<file path="src/rtl/sat_counter.sv">
// Saturating up-counter with synchronous clear; clear has priority over increment.
module sat_counter #(
    parameter int unsigned W = 8
) (
    input  logic         clk,
    input  logic         rst,
    input  logic         clr,
    input  logic         inc,
    output logic [W-1:0] q
);

    logic [W-1:0] cnt_q, cnt_d;

    always_comb begin
        cnt_d = cnt_q;
        if (clr) begin
            cnt_d = '0;
        end else if (inc && (cnt_q != '1)) begin
            cnt_d = cnt_q + 1'b1;
        end
    end

    always_ff @(posedge clk) begin
        if (rst) begin
            cnt_q <= '0;
        end else begin
            cnt_q <= cnt_d;
        end
    end

    assign q = cnt_q;

endmodule

</file>
<file path="config.mk">
export PLATFORM = sky130hd
export DESIGN_NAME = sat_counter
export DESIGN_NICKNAME = d
export VERILOG_FILES = /design/src/rtl/sat_counter.sv
export SDC_FILE = /design/constraint.sdc
export NUM_CORES = 1
export LEC_CHECK = 0
export ABC_AREA = 1
export BUFFER_PORTS_ARGS = -buffer_cell sky130_fd_sc_hd__buf_2
export CAP_MARGIN = 15
export CORE_AREA = 2 2 39 41
export CTS_BUF_LIST = sky130_fd_sc_hd__clkbuf_4
export DETAILED_ROUTE_END_ITERATION = 10
export DIE_AREA = 0 0 41 43
export SLEW_MARGIN = 20
export SYNTH_ARGS = -nofsm -noshare
export SYNTH_HDL_FRONTEND = slang
export SYNTH_SLANG_ARGS = --single-unit
</file>
<file path="constraint.sdc">
create_clock -name clk -period 1.3 [get_ports clk]
set_input_delay 0.13 -clock clk [delete_from_list [all_inputs] [get_ports clk]]
set_output_delay 0.13 -clock clk [all_outputs]
set_load 0.05 [all_outputs]
</file>
-- Word level (Yosys, flattened, before mapping)
Index checks and enable logic that the tools add are counted.
- bits in registers: 8
- output and inout bits: 8
- logic and storage cells: 5
- reductions and logical operators: 2
- eq/ne operators: 1
- add/subtract/negate cells: 1
- operators with widths (kind ; number):
    $add A8 B1 Y8 const B ; 1
    $ne A8 B8 Y1 const B ; 1
    $reduce_or A2 Y1 ; 1
    $logic_and A1 B1 Y1 ; 1

-- Logic depth before layout (Yosys ltp)
- depth after elaboration: 2
- gate-level depth with buffers: 7
- mapped depth without buffers: 7

-- Worst setup path before layout
OpenSTA, ideal clock, no wires.
- path type: flip-flop to flip-flop
- start point: register cnt_q[0] (netlist: q[0])
- end point: register cnt_q[0] (netlist: q[0])
- required time: 1183 ps
- clock period less this slack: 1554 ps
- cell stages (with the launch flop): 7
- setup time: 117 ps
- data arrival time: 1437 ps
- path buffers: 0
- path slack: -254 ps
- path through: dfxtp_1 -> ha_1 -> nand2_1 -> inv_2 -> nand3_4 -> a21oi_1 -> nor2_1
- cells in the longest elaborated chain, start to end: 2
- elaborated cells between the ends (all ways): 3
- those cells by class: add/sub (1); eq/ne (1); reduce/logical (1)
- ends and longest elaborated chain (what ; line ; RTL):
    start, declared ; 12 ; logic [W-1:0] cnt_q, cnt_d;
    start signal, assigned ; 27 ; cnt_q <= cnt_d;
    branches (longest 2 deep; another with $add A8 B1 Y8) ; n/a ;
Parallel ways; which one is timed is not known.
A chain may end at the register's enable or synchronous reset.

-- Worst setup path in the final report
- start point: register cnt_q[0] (netlist: q[0])
- end point: register cnt_q[7] (netlist: q[7])
The elaborated chain is that of the path after synthesis.

==> results.sh <==
export IMPL_drt_total_wl_um=970
export IMPL_cts_tree="built"
export IMPL_power_density_mw_per_mm2=935
export IMPL_fmax_mhz=829
export IMPL_hold_depth=3
export IMPL_final_core_util=0.423
export IMPL_hold_path_class="input port to register"
export IMPL_maxCapViolations=0
export IMPL_cts_root_buf="clkbuf_4"
export IMPL_yosysUniqueCellTypes=14
export IMPL_r2r_end="q[7]"
export IMPL_p_sw_frac=0.256
export IMPL_worst_r2r_cell_count=7
export IMPL_portBuffers=11
export IMPL_clock_sinks=8
export IMPL_syn_inst=73
export IMPL_regArea_um2=173
export IMPL_clkPwrFrac=0.421
export IMPL_yosysWarnings=0
export IMPL_worstSetupPathType="register to register"
export IMPL_power_total_w=0.000547
export IMPL_tightest_slew_ns=0.248
export IMPL_ant_nets=0
export IMPL_slowest_delay_ns=0.36
export IMPL_die_height_um=43
export IMPL_p_sw_w=0.000140
export IMPL_clockBufferDepth=2
export IMPL_grt_pass1_vias=379
export IMPL_relSlewSlack=0.834
export IMPL_crit_path_cell_trace="ha_1 -> nand2_1 -> inv_2 -> nand3_4 -> nand2_1 -> nor2_1 -> nor2_1"
export IMPL_pwr_share_comb=0.113
export IMPL_grtUsageTotal=0.132
export IMPL_synth_seq_area_share=0.348
export IMPL_cp_max_fo=10
export IMPL_cts_setup_buffers=0
export IMPL_start_kind="register"
export IMPL_whs_endpoint="q[6]"
export IMPL_r2r_setup_slack_ns=0.09
export IMPL_first_pass_iters=4
export IMPL_clkLatencyLatePin_ns=0.26
export IMPL_dp_hpwl_um=706
export IMPL_cp_data_required_time_ns=1.45
export IMPL_vias=505
export IMPL_status="complete, no violations"
export IMPL_synth_area_um2=460
export IMPL_pin_count=12
export IMPL_fin_worst_skew_ns=0.00191
export IMPL_area_delta_synth_final_pct=27.2
export IMPL_rsz0062_at_grt="yes"
export IMPL_cp_slowest_cell="dfxtp_4"
export IMPL_drt_iter0_drc=7
export IMPL_min_from="inc"
export IMPL_start_util=0.333
export IMPL_grt_max_degree=13
export IMPL_core_region_area_mm2=0.00138
export IMPL_diodes=0
export IMPL_die_area_mm2=0.00176
export IMPL_leakage_nw=0.273
export IMPL_synth_seq_cells=8
export IMPL_hold_viol=0
export IMPL_seqPwrFrac=0.466
export IMPL_multiInputGateArea_um2=267
export IMPL_synthesis_nets=78
export IMPL_clk_pin_slew_ns=0.06
export IMPL_cts_buffers=3
export IMPL_r2r_start="q[0]"
export IMPL_fill_cells=145
export IMPL_drive_above_1_share=0.318
export IMPL_fin_crit_sh=0.928
export IMPL_peakVddDrop_v=0.000474
export IMPL_fin_crit_ns=1.21
export IMPL_avgSynthCellArea_um2=6.31
export IMPL_grt_ovfl_total=0
export IMPL_grt_antenna_before_repair=0
export IMPL_largest_reg_flops=8
export IMPL_die_w_um=41
export IMPL_p_int_w=0.000407
export IMPL_grt_pass1_wl_um=1520
export IMPL_drc=0
export IMPL_setup_violations=0
export IMPL_num_rows=14
export IMPL_slew_violations=0
export IMPL_gp_congestion=0.724
export IMPL_end_kind="register"
export IMPL_cts_htree_levels=1
export IMPL_viasPerCell=4.86
export IMPL_wire_per_inst_um=9.33
export IMPL_cp_data_arrival_time_ns=1.36
export IMPL_nets=94
[cells in the mapped netlist, drive strengths merged]
master / instances / area (µm²)
nand4: 1 / 6.26
inv: 9 / 33.8
nor2: 16 / 67.6
nand2: 19 / 73.8
nand3: 10 / 62.6
o21ai: 2 / 10.0
ha: 1 / 12.5
dfxtp: 8 / 160
clkbuf: 1 / 3.75
a21oi: 6 / 30.0
[logic make-up after synthesis]
logic type / after synthesis / synth area share
adder cells (fa/ha/maj): 1 / 0.0272
AND/OR/NAND/NOR: 46 / 0.457
AO/OA/AOI/OAI: 8 / 0.0870
flip-flops: 8 / 0.348
buffers and inverters: 10 / 0.0815
[cell type report]
cell class | instances | share of cell area
clock buffers | 4 | 0.0513
inverters | 9 | 0.0577
multi-input cells | 55 | 0.455
flip-flops and latches | 8 | 0.295
well taps | 16 | 0.0342
repair buffers | 12 | 0.107
[stage by stage]
stage | std cells | setup WS [ns] | hold slack (ns) | TNS, ns | cell area [µm²]
3_3_place_gp | 100 | 0.113 | 0.495 | 0 | 552
3_5_place_dp | 100 | 0.105 | 0.493 | 0 | 552
4_1_cts | 104 | 0.0944 | 0.228 | 0 | 582
2_1_floorplan | 73 | 0.0260 | 0.341 | 0 | 473
5_1_grt | 104 | -0.00527 | 0.253 | -0.00926 | 586
6_report | 104 | 0.0938 | 0.242 | 0 | 586
[layout by cell type (no fill, tap or decap)]
cell type	instances
inv_1	7
nand3_1	9
nand2_2	1
nand4_1	1
buf_4	1
nand2_1	18
nand3_4	1
o21ai_0	2
ha_1	1
dfxtp_2	4
a21oi_1	5
buf_2	11
clkbuf_4	4
dfxtp_1	2
dfxtp_4	2
nor2_4	1
inv_2	2
a21oi_2	1
nor2_1	15
[power groups by stage]
stage	Sequential [W]	Combinational [W]	Clock [W]
3_5_place_dp	0.000260	0.0000609	0
2_1_floorplan	0.000276	0.0000272	0
6_report	0.000255	0.0000620	0.000230
3_3_place_gp	0.000259	0.0000609	0
4_1_cts	0.000254	0.0000610	0.000242
5_1_grt	0.000256	0.0000690	0.000257
[critical path: cells and delay by family (launching register included)]
kind	cells	cell delay, ns
buf+inv	1	0.07
fa+ha+maj	1	0.21
flops	1	0.36
simple gates	5	0.47
[worst max-delay path by stage]
stage	to	start	slack (ns)
3_5_place_dp	q[7]	q[0]	0.11
2_1_floorplan	q[3]	q[7]	0.03
5_1_grt	q[7]	q[0]	-0.005
6_report	q[7]	q[0]	0.09
4_1_cts	q[7]	q[0]	0.09
3_3_place_gp	q[7]	q[0]	0.11
[per-layer routing]
| metal | part of all wire | GRT usage |
|---|---|---|
| met5 | 0 | 0 |
| met3 | 0.078 | 0.0942 |
| met4 | 0.0062 | 0.0400 |
| met2 | 0.42 | 0.169 |
| met1 | 0.50 | 0.171 |
[timing repair]
action                                 CTS  global route
resized for setup                        0             1
endpoints found under the hold margin    0             0
hold buffers                             0             0
setup endpoints to repair                0             3
Power figures use the tool's default switching activity.
